$ cat src/rtl/rv_pkg.sv
// RV32I decode definitions shared by the decode stage, its immediate generator and the execute bus.
package rv_pkg;

    localparam int unsigned XLEN     = 32;
    localparam int unsigned REG_AW   = 5;
    localparam int unsigned NUM_REGS = 32;
    localparam int unsigned OPC_W    = 7;

    localparam logic [OPC_W-1:0] OP_LUI      = 7'b0110111;
    localparam logic [OPC_W-1:0] OP_AUIPC    = 7'b0010111;
    localparam logic [OPC_W-1:0] OP_JAL      = 7'b1101111;
    localparam logic [OPC_W-1:0] OP_JALR     = 7'b1100111;
    localparam logic [OPC_W-1:0] OP_BRANCH   = 7'b1100011;
    localparam logic [OPC_W-1:0] OP_LOAD     = 7'b0000011;
    localparam logic [OPC_W-1:0] OP_STORE    = 7'b0100011;
    localparam logic [OPC_W-1:0] OP_IMM      = 7'b0010011;
    localparam logic [OPC_W-1:0] OP_OP       = 7'b0110011;
    localparam logic [OPC_W-1:0] OP_MISC_MEM = 7'b0001111;
    localparam logic [OPC_W-1:0] OP_SYSTEM   = 7'b1110011;

    typedef enum logic [2:0] {
        IMM_I,
        IMM_S,
        IMM_B,
        IMM_U,
        IMM_J,
        IMM_NONE
    } imm_fmt_t;

    typedef struct packed {
        imm_fmt_t imm_fmt;
        logic     uses_rs1;
        logic     uses_rs2;
        logic     writes_rd;  // class writes rd; rd==x0 is filtered later
        logic     illegal;
    } ctrl_t;

    function automatic ctrl_t decode_ctrl(input logic [OPC_W-1:0] opcode);
        ctrl_t c;
        c = '{imm_fmt: IMM_NONE, uses_rs1: 1'b0, uses_rs2: 1'b0, writes_rd: 1'b0, illegal: 1'b0};
        case (opcode)
            OP_LUI, OP_AUIPC: begin
                c.imm_fmt   = IMM_U;
                c.writes_rd = 1'b1;
            end
            OP_JAL: begin
                c.imm_fmt   = IMM_J;
                c.writes_rd = 1'b1;
            end
            OP_JALR, OP_LOAD, OP_IMM: begin
                c.imm_fmt   = IMM_I;
                c.uses_rs1  = 1'b1;
                c.writes_rd = 1'b1;
            end
            OP_BRANCH: begin
                c.imm_fmt  = IMM_B;
                c.uses_rs1 = 1'b1;
                c.uses_rs2 = 1'b1;
            end
            OP_STORE: begin
                c.imm_fmt  = IMM_S;
                c.uses_rs1 = 1'b1;
                c.uses_rs2 = 1'b1;
            end
            OP_OP: begin
                c.uses_rs1  = 1'b1;
                c.uses_rs2  = 1'b1;
                c.writes_rd = 1'b1;
            end
            OP_MISC_MEM, OP_SYSTEM: begin
                c.imm_fmt = IMM_I;
            end
            default: begin
                c.illegal = 1'b1;
            end
        endcase
        return c;
    endfunction

endpackage

$ cat src/rtl/decode_stage_if.sv
// Decode-to-execute bus: registered decoded instruction plus valid/ready handshake.
interface decode_if;
    import rv_pkg::*;

    logic                ex_valid;
    logic                ex_ready;
    logic [XLEN-1:0]     ex_pc;
    logic [XLEN-1:0]     ex_rs1_data;
    logic [XLEN-1:0]     ex_rs2_data;
    logic [XLEN-1:0]     ex_imm;
    logic [REG_AW-1:0]   ex_rd;
    logic [OPC_W-1:0]    ex_opcode;
    logic [2:0]          ex_funct3;
    logic                ex_funct7b5;
    logic                ex_writes_rd;
    logic                ex_illegal;

    modport master (
        output ex_valid, ex_pc, ex_rs1_data, ex_rs2_data, ex_imm, ex_rd,
               ex_opcode, ex_funct3, ex_funct7b5, ex_writes_rd, ex_illegal,
        input  ex_ready
    );

    modport slave (
        input  ex_valid, ex_pc, ex_rs1_data, ex_rs2_data, ex_imm, ex_rd,
               ex_opcode, ex_funct3, ex_funct7b5, ex_writes_rd, ex_illegal,
        output ex_ready
    );

endinterface

$ cat src/rtl/imm_gen.sv
// Combinational RV32I immediate extraction; all formats sign-extend from instr[31].
module imm_gen
    import rv_pkg::*;
(
    input  logic [31:7]     instr,
    input  imm_fmt_t        fmt,
    output logic [XLEN-1:0] imm
);

    always_comb begin
        imm = '0;
        case (fmt)
            IMM_I:   imm = {{20{instr[31]}}, instr[31:20]};
            IMM_S:   imm = {{20{instr[31]}}, instr[31:25], instr[11:7]};
            IMM_B:   imm = {{19{instr[31]}}, instr[31], instr[7], instr[30:25], instr[11:8], 1'b0};
            IMM_U:   imm = {instr[31:12], 12'b0};
            IMM_J:   imm = {{11{instr[31]}}, instr[31], instr[19:12], instr[20], instr[30:21], 1'b0};
            default: imm = '0;
        endcase
    end

endmodule

$ cat src/rtl/decode_stage.sv
// RV32I decode stage: register-file addressing, immediate/control decode, busy-bit
// hazard scoreboard and a registered handoff to execute.
module decode_stage
    import rv_pkg::*;
(
    input  logic              clk,
    input  logic              rst,
    input  logic              if_valid,
    input  logic [XLEN-1:0]   if_instr,
    input  logic [XLEN-1:0]   if_pc,
    output logic              id_ready,
    output logic [REG_AW-1:0] source1,
    output logic [REG_AW-1:0] source2,
    input  logic [XLEN-1:0]   read_data1,
    input  logic [XLEN-1:0]   read_data2,
    input  logic              wb_valid,
    input  logic [REG_AW-1:0] wb_dest,
    input  logic              flush,
    decode_if.master          ex
);

    ctrl_t             ctrl;
    logic [REG_AW-1:0] rs1, rs2, rd;
    logic [XLEN-1:0]   imm;
    logic              in_writes_rd;
    logic              ex_pending;
    logic              hit_rs1, hit_rs2, hit_rd;
    logic              hazard;
    logic              accept;
    logic              handoff;
    logic [NUM_REGS-1:0] busy_q, busy_d;

    assign ctrl         = decode_ctrl(if_instr[6:0]);
    assign rs1          = if_instr[19:15];
    assign rs2          = if_instr[24:20];
    assign rd           = if_instr[11:7];
    assign in_writes_rd = ctrl.writes_rd && (rd != '0);

    assign source1 = ctrl.uses_rs1 ? rs1 : '0;
    assign source2 = ctrl.uses_rs2 ? rs2 : '0;

    imm_gen u_imm_gen (
        .instr (if_instr[31:7]),
        .fmt   (ctrl.imm_fmt),
        .imm   (imm)
    );

    // A register is unavailable if it is busy or about to be claimed by the held instruction.
    assign ex_pending = ex.ex_valid && ex.ex_writes_rd;
    assign hit_rs1 = ctrl.uses_rs1 && (rs1 != '0) && (busy_q[rs1] || (ex_pending && (ex.ex_rd == rs1)));
    assign hit_rs2 = ctrl.uses_rs2 && (rs2 != '0) && (busy_q[rs2] || (ex_pending && (ex.ex_rd == rs2)));
    assign hit_rd  = in_writes_rd && (busy_q[rd] || (ex_pending && (ex.ex_rd == rd)));
    assign hazard  = if_valid && (hit_rs1 || hit_rs2 || hit_rd);

    assign id_ready = !flush && !hazard && (!ex.ex_valid || ex.ex_ready);
    assign accept   = if_valid && id_ready;
    assign handoff  = ex.ex_valid && ex.ex_ready && ex.ex_writes_rd && !flush;

    // Clear first so a same-index set wins.
    always_comb begin
        busy_d = busy_q;
        if (wb_valid && (wb_dest != '0)) begin
            busy_d[wb_dest] = 1'b0;
        end
        if (handoff) begin
            busy_d[ex.ex_rd] = 1'b1;
        end
    end

    always_ff @(posedge clk) begin
        if (rst) begin
            busy_q          <= '0;
            ex.ex_valid     <= 1'b0;
            ex.ex_pc        <= '0;
            ex.ex_rs1_data  <= '0;
            ex.ex_rs2_data  <= '0;
            ex.ex_imm       <= '0;
            ex.ex_rd        <= '0;
            ex.ex_opcode    <= '0;
            ex.ex_funct3    <= '0;
            ex.ex_funct7b5  <= 1'b0;
            ex.ex_writes_rd <= 1'b0;
            ex.ex_illegal   <= 1'b0;
        end else begin
            busy_q <= busy_d;
            if (accept) begin
                ex.ex_valid     <= 1'b1;
                ex.ex_pc        <= if_pc;
                ex.ex_rs1_data  <= read_data1;
                ex.ex_rs2_data  <= read_data2;
                ex.ex_imm       <= imm;
                ex.ex_rd        <= rd;
                ex.ex_opcode    <= if_instr[6:0];
                ex.ex_funct3    <= if_instr[14:12];
                ex.ex_funct7b5  <= if_instr[30];
                ex.ex_writes_rd <= in_writes_rd;
                ex.ex_illegal   <= ctrl.illegal;
            end else if (ex.ex_ready || flush) begin
                ex.ex_valid <= 1'b0;
            end
        end
    end

endmodule

$ cat src/flat_wrapper.sv
// flat-port wrapper written by rule: the top's interface ports become plain ports
module decode_stage_flat import rv_pkg::*;
  (clk, rst, if_valid, if_instr, if_pc, id_ready, source1, source2, read_data1, read_data2, wb_valid, wb_dest, flush, ex_ex_valid, ex_ex_pc, ex_ex_rs1_data, ex_ex_rs2_data, ex_ex_imm, ex_ex_rd, ex_ex_opcode, ex_ex_funct3, ex_ex_funct7b5, ex_ex_writes_rd, ex_ex_illegal, ex_ex_ready);
  decode_if ex_i ();
  input  logic clk;
  input  logic rst;
  input  logic if_valid;
  input  logic [XLEN-1:0] if_instr;
  input  logic [XLEN-1:0] if_pc;
  output logic id_ready;
  output logic [REG_AW-1:0] source1;
  output logic [REG_AW-1:0] source2;
  input  logic [XLEN-1:0] read_data1;
  input  logic [XLEN-1:0] read_data2;
  input  logic wb_valid;
  input  logic [REG_AW-1:0] wb_dest;
  input  logic flush;
  output wire logic [$bits(ex_i.ex_valid)-1:0] ex_ex_valid;
  output wire logic [$bits(ex_i.ex_pc)-1:0] ex_ex_pc;
  output wire logic [$bits(ex_i.ex_rs1_data)-1:0] ex_ex_rs1_data;
  output wire logic [$bits(ex_i.ex_rs2_data)-1:0] ex_ex_rs2_data;
  output wire logic [$bits(ex_i.ex_imm)-1:0] ex_ex_imm;
  output wire logic [$bits(ex_i.ex_rd)-1:0] ex_ex_rd;
  output wire logic [$bits(ex_i.ex_opcode)-1:0] ex_ex_opcode;
  output wire logic [$bits(ex_i.ex_funct3)-1:0] ex_ex_funct3;
  output wire logic [$bits(ex_i.ex_funct7b5)-1:0] ex_ex_funct7b5;
  output wire logic [$bits(ex_i.ex_writes_rd)-1:0] ex_ex_writes_rd;
  output wire logic [$bits(ex_i.ex_illegal)-1:0] ex_ex_illegal;
  input wire logic [$bits(ex_i.ex_ready)-1:0] ex_ex_ready;
  assign ex_ex_valid = ex_i.ex_valid;
  assign ex_ex_pc = ex_i.ex_pc;
  assign ex_ex_rs1_data = ex_i.ex_rs1_data;
  assign ex_ex_rs2_data = ex_i.ex_rs2_data;
  assign ex_ex_imm = ex_i.ex_imm;
  assign ex_ex_rd = ex_i.ex_rd;
  assign ex_ex_opcode = ex_i.ex_opcode;
  assign ex_ex_funct3 = ex_i.ex_funct3;
  assign ex_ex_funct7b5 = ex_i.ex_funct7b5;
  assign ex_ex_writes_rd = ex_i.ex_writes_rd;
  assign ex_ex_illegal = ex_i.ex_illegal;
  assign ex_i.ex_ready = ex_ex_ready;
  decode_stage u_core (.clk(clk), .rst(rst), .if_valid(if_valid), .if_instr(if_instr), .if_pc(if_pc), .id_ready(id_ready), .source1(source1), .source2(source2), .read_data1(read_data1), .read_data2(read_data2), .wb_valid(wb_valid), .wb_dest(wb_dest), .flush(flush), .ex(ex_i));
endmodule
$ cat config.mk
export PLATFORM = sky130hd
export DESIGN_NAME = decode_stage_flat
export DESIGN_NICKNAME = d
export VERILOG_FILES = /design/src/rtl/rv_pkg.sv /design/src/rtl/decode_stage_if.sv /design/src/rtl/imm_gen.sv /design/src/rtl/decode_stage.sv /design/src/flat_wrapper.sv
export SDC_FILE = /design/constraint.sdc
export NUM_CORES = 1
export LEC_CHECK = 0
export ABC_CLOCK_PERIOD_IN_PS = 3300
export BUFFER_PORTS_ARGS = -buffer_cell sky130_fd_sc_hd__buf_4
export CAP_MARGIN = 20
export CORE_MARGIN = 2
export CORE_UTILIZATION = 51
export CTS_CLUSTER_DIAMETER = 200
export DETAILED_ROUTE_END_ITERATION = 10
export GPL_ROUTABILITY_DRIVEN = 0
export MAX_ROUTING_LAYER = met4
export PLACE_DENSITY_LB_ADDON = 0.08
export SYNTH_ARGS = -nofsm -noshare
export SYNTH_HDL_FRONTEND = slang
export SYNTH_HIERARCHICAL = 1
export SYNTH_SLANG_ARGS = --single-unit
$ cat constraint.sdc
create_clock -name clk -period 3.3 [get_ports clk]
set_input_delay 0.66 -clock clk [delete_from_list [all_inputs] [get_ports clk]]
set_output_delay 0.66 -clock clk [all_outputs]
set_load 0.01 [all_outputs]
==> impl_metrics.yaml <==
critical_path:
  cp_slowest_cell: "mux4_2"
  crit_buf_inv: 3
  critPathLaunchType: "primary input"
  worstPathArrival_ns: 2.66
  worst-setup-path-type: "primary input to output pin"
  end_kind: "output pin"
  worstReg2RegEnd: "u_core/ex.ex_imm[15]$_SDFFE_PP0P_"
  rr_startpoint: "u_core/busy_q[23]$_SDFF_PP0_"
  crit_family: "compound AO/OA/AOI/OAI gates"
  worst-path-max-fanout: 5
  path_depth: 10
  r2r_setup_slack_ns: 0.36
  worstPathRequired_ns: 2.64
  crit_chain: "buf_8 > buf_4 > mux4_2 > nor3b_2 > o41ai_4 > a41oi_2 > a21o_4 > o21ai_1 > and2_1 > buf_6"
  slowest_delay_ns: 0.48
  reg2regPathDepth: 10
synth:
  syn_inst: 1105
  synth_flop_cell: "dfxtp_1"
  yosysUniqueCellTypes: 55
  yosysTopAreaCell: "dfxtp_1"
  synth_edf_count: 0
  async_reset_ff_frac: 0
  syn_avg_cell_area_sq_um: 7.970
  synth_nets: 1244
  synth_area_leaders: "dfxtp_1 41%, a21oi_1 11%, nand3_1 8.8%, o21ai_0 7.9%, mux4_2 5.1%"
  yosysWarnings: 6
  synth-seq-cells: 179
  yosysTopAreaCellShare: 0.4069
  netlist_area_sq_um: 8807
  ys_seq_area_frac: 0.4069
global_routing:
  grt_pass1_vias: 8672
  grt_use_total: 0.3096
  antenna_found_initial: 0
  grt_pass1_wl_mm: 44.35
  overflow: 0
  grt_start_max_net_pins: 88
clock_tree:
  root_buffer: "clkbuf_16"
  hold_buffers: 0
  cts_buffers: 17
  htreeDepth: 4
  clock_latency_ns: 0.43
  clock_path_buffers: 2
  clkTransAtPathRegs_ns: 0.07
  clock_sinks: 179
  cts_tree: "done"
floorplan:
  core.rowCount: 48
  die_x_um: 135.4
  start_util: 0.5145
  core_area_sq_um: 17120
  pin_count: 297
  die_h_um: 135.4
  dieArea_sq_um: 18340
drt:
  first_pass_iters: 5
  routed_wl_mm: 28.63
  avgViaCountPerCell: 5.880
  drt_iter0_markers: 980
  ant_nets: 0
  drc: 0
  routed-via-count: 9372
  wl_per_cell_um: 17.96
power_and_ir_drop:
  leakage_nw: 4.825
  cellPowerDensity_nw_per_um2: 408.7
  ir_worst_vdd_mv: 0.3771
finish:
  drive_above_1_share: 0.3104
  n_fill_cell: 1449
  post-route-cell-area_sq_um: 12000
  diodes: 0
  syn_to_final_growth_pct: 36.24
  final_nets: 1495
run_status:
  violations: "negative setup slack"
  status: "finished, violations left"
timing:
  maxSlewViolCount: 0
  max_clock_freq_mhz: 301.6
  rsz0062_at_grt: "yes"
  relSlewSlack: 0.4389
  setup_viol: 1
  min_period_over_period: 1.005
  fin_skew_ns: 0.01182
  fin_ws_ns: -0.01586
  setup_tns_ns: -0.01586
  post-route-min-period_ns: 3.316
  worst_pin_slew_ns: 0.8416
  hold_viol: 0
placement:
  placed_cell_area_sq_um: 11410
  port_buffers: 296
  dp_hpwl_mm: 19.88
worst_hold_path:
  min_to: "u_core/ex.ex_rs1_data[3]$_SDFFE_PP0P_"
  min_path_cells: 2
  min-delay-start: "u_core/ex.ex_rs1_data[3]$_SDFFE_PP0P_"
  hp-class: "flip-flop to flip-flop"
flow_run:
  maxCapViolations: 0
-- layout by cell type (no fill, tap or decap), types with 3 or more instances in the layout --
cell / Yosys / final
buf_4: 1 / 333
a21oi_1: 202 / 201
dfxtp_1: 179 / 175
nand3_1: 154 / 154
o21ai_0: 139 / 137
nand2_1: 73 / 73
o21ai_1: 41 / 43
mux4_2: 20 / 21
nor2_1: 19 / 19
nor2b_1: 18 / 18
clkbuf_16: 0 / 17
o22ai_1: 15 / 15
buf_12: 0 / 15
xnor2_1: 12 / 12
nand2b_1: 11 / 11
and2_1: 10 / 10
inv_1: 9 / 9
and3_1: 7 / 7
mux2_2: 7 / 7
mux2i_1: 7 / 7
nor3_1: 6 / 6
nand4_1: 5 / 5
clkinvlp_4: 0 / 4
nor3b_1: 5 / 4
nand3b_1: 4 / 4
or3_1: 4 / 4
dfxtp_2: 0 / 4
xor2_1: 3 / 3
and3b_1: 4 / 3
or4_1: 3 / 3
-- layout make-up --
| class | count | area [sq um] | area share |
|---|---|---|---|
| inverter | 9 | 33.78 | 0.002815 |
| tap | 225 | 281.5 | 0.02346 |
| sequential | 179 | 3588 | 0.2991 |
| multi-input combinational | 798 | 4713 | 0.3928 |
| timing repair buffer | 351 | 2838 | 0.2365 |
| clock buffer | 20 | 446.7 | 0.03723 |
| clock inverter | 12 | 97.59 | 0.008133 |
-- tightest hold or removal path: cells and delay by family (launching register included) --
family	cells	cell delay, ns
compound gates	2	0.12
flops	1	0.31
-- where the power goes --
group | total, W | switching (W) | internal [W] | leakage (nW)
clock | 0.00189 | 0.000896 | 0.000998 | 0.257
sequential | 0.00226 | 0.0000344 | 0.00223 | 1.46
combinational | 0.000745 | 0.000387 | 0.000358 | 3.11
-- state kept, by name, indices dropped and copies added (netlist names) --
| name | count |
|---|---|
| u_core/ex.ex_pc | 32 |
| u_core/ex.ex_imm | 32 |
| u_core/ex.ex_rs1_data | 32 |
| u_core/ex.ex_opcode | 7 |
| u_core/ex.ex_funct3 | 3 |
| u_core/busy_q | 32 |
| u_core/ex.ex_rd | 5 |
| u_core/ex.ex_writes_rd | 1 |
| u_core/ex.ex_illegal | 1 |
| u_core/ex.ex_funct7b5 | 1 |
| u_core/ex.ex_rs2_data | 32 |
| u_core/ex.ex_valid | 1 |
-- layer usage --
layer / vias to the layer above / routed length (um) / global-route usage
li1: 4481 / - / -
met1: 4412 / 11610 / 0.3889
met2: 410 / 13920 / 0.4969
met3: 69 / 2274 / 0.05874
met4: 0 / 820 / 0.1198
met5: - / 0 / -
-- how the worst max path moves through the flow --
stage                                      start                           endpoint  slack [ns]
global placement                    if_instr[15]                           id_ready       -0.09
detailed placement                  if_instr[15]  u_core/ex.ex_imm[15]$_SDFFE_PP0P_       -0.20
finish                              if_instr[15]                           id_ready       -0.02
CTS                                 if_instr[15]                           id_ready       -0.07
floorplan                           if_instr[15]                           id_ready        0.09
global route        u_core/busy_q[23]$_SDFF_PP0_                           id_ready       -0.06
-- synth_stat cells (6+ instances only) --
cell      instances
mux4_2           20
clkbuf_1         69
nor2b_1          18
o21ai_1          41
o22ai_1          15
dfxtp_1         179
mux2i_1           7
mux2_2            7
inv_1             9
xnor2_1          12
buf_2            40
and3_1            7
o21ai_0         139
nand2_1          73
a21oi_1         202
nand3_1         154
and2_1           10
nand2b_1         11
nor3_1            6
nor2_1           19
-- stage by stage --
step	instances	worst slack, ns	util	power (W)	hold slack [ns]
after floorplan	1105	0.09048	-	0.002660	0.4640
after global placement	1561	-0.09038	0.6668	0.003041	0.4613
after detailed placement	1561	-0.1969	0.6668	0.003052	0.4666
after CTS	1594	-0.06776	0.6999	0.004929	0.4717
after global routing	1594	-0.05806	0.7010	0.005075	0.4814
final	1594	-0.01586	0.7010	0.004904	0.4744
-- kinds of logic after synthesis --
family          share of synthesized area
compound gates                     0.2465
xor+xnor                          0.01492
buf+inv                           0.06492
mux                               0.07402
flops                              0.4069
fa+ha+maj                        0.001278
simple gates                       0.1915
-- timing repair --
| item | CTS | global route |
|---|---|---|
| buffers inserted | 1 | 0 |
| setup endpoints to repair | 1 | 1 |
| pin swaps | 2 | 4 |
| resized for setup | 5 | 8 |
No activity file was read; power rests on OpenSTA's default activity.
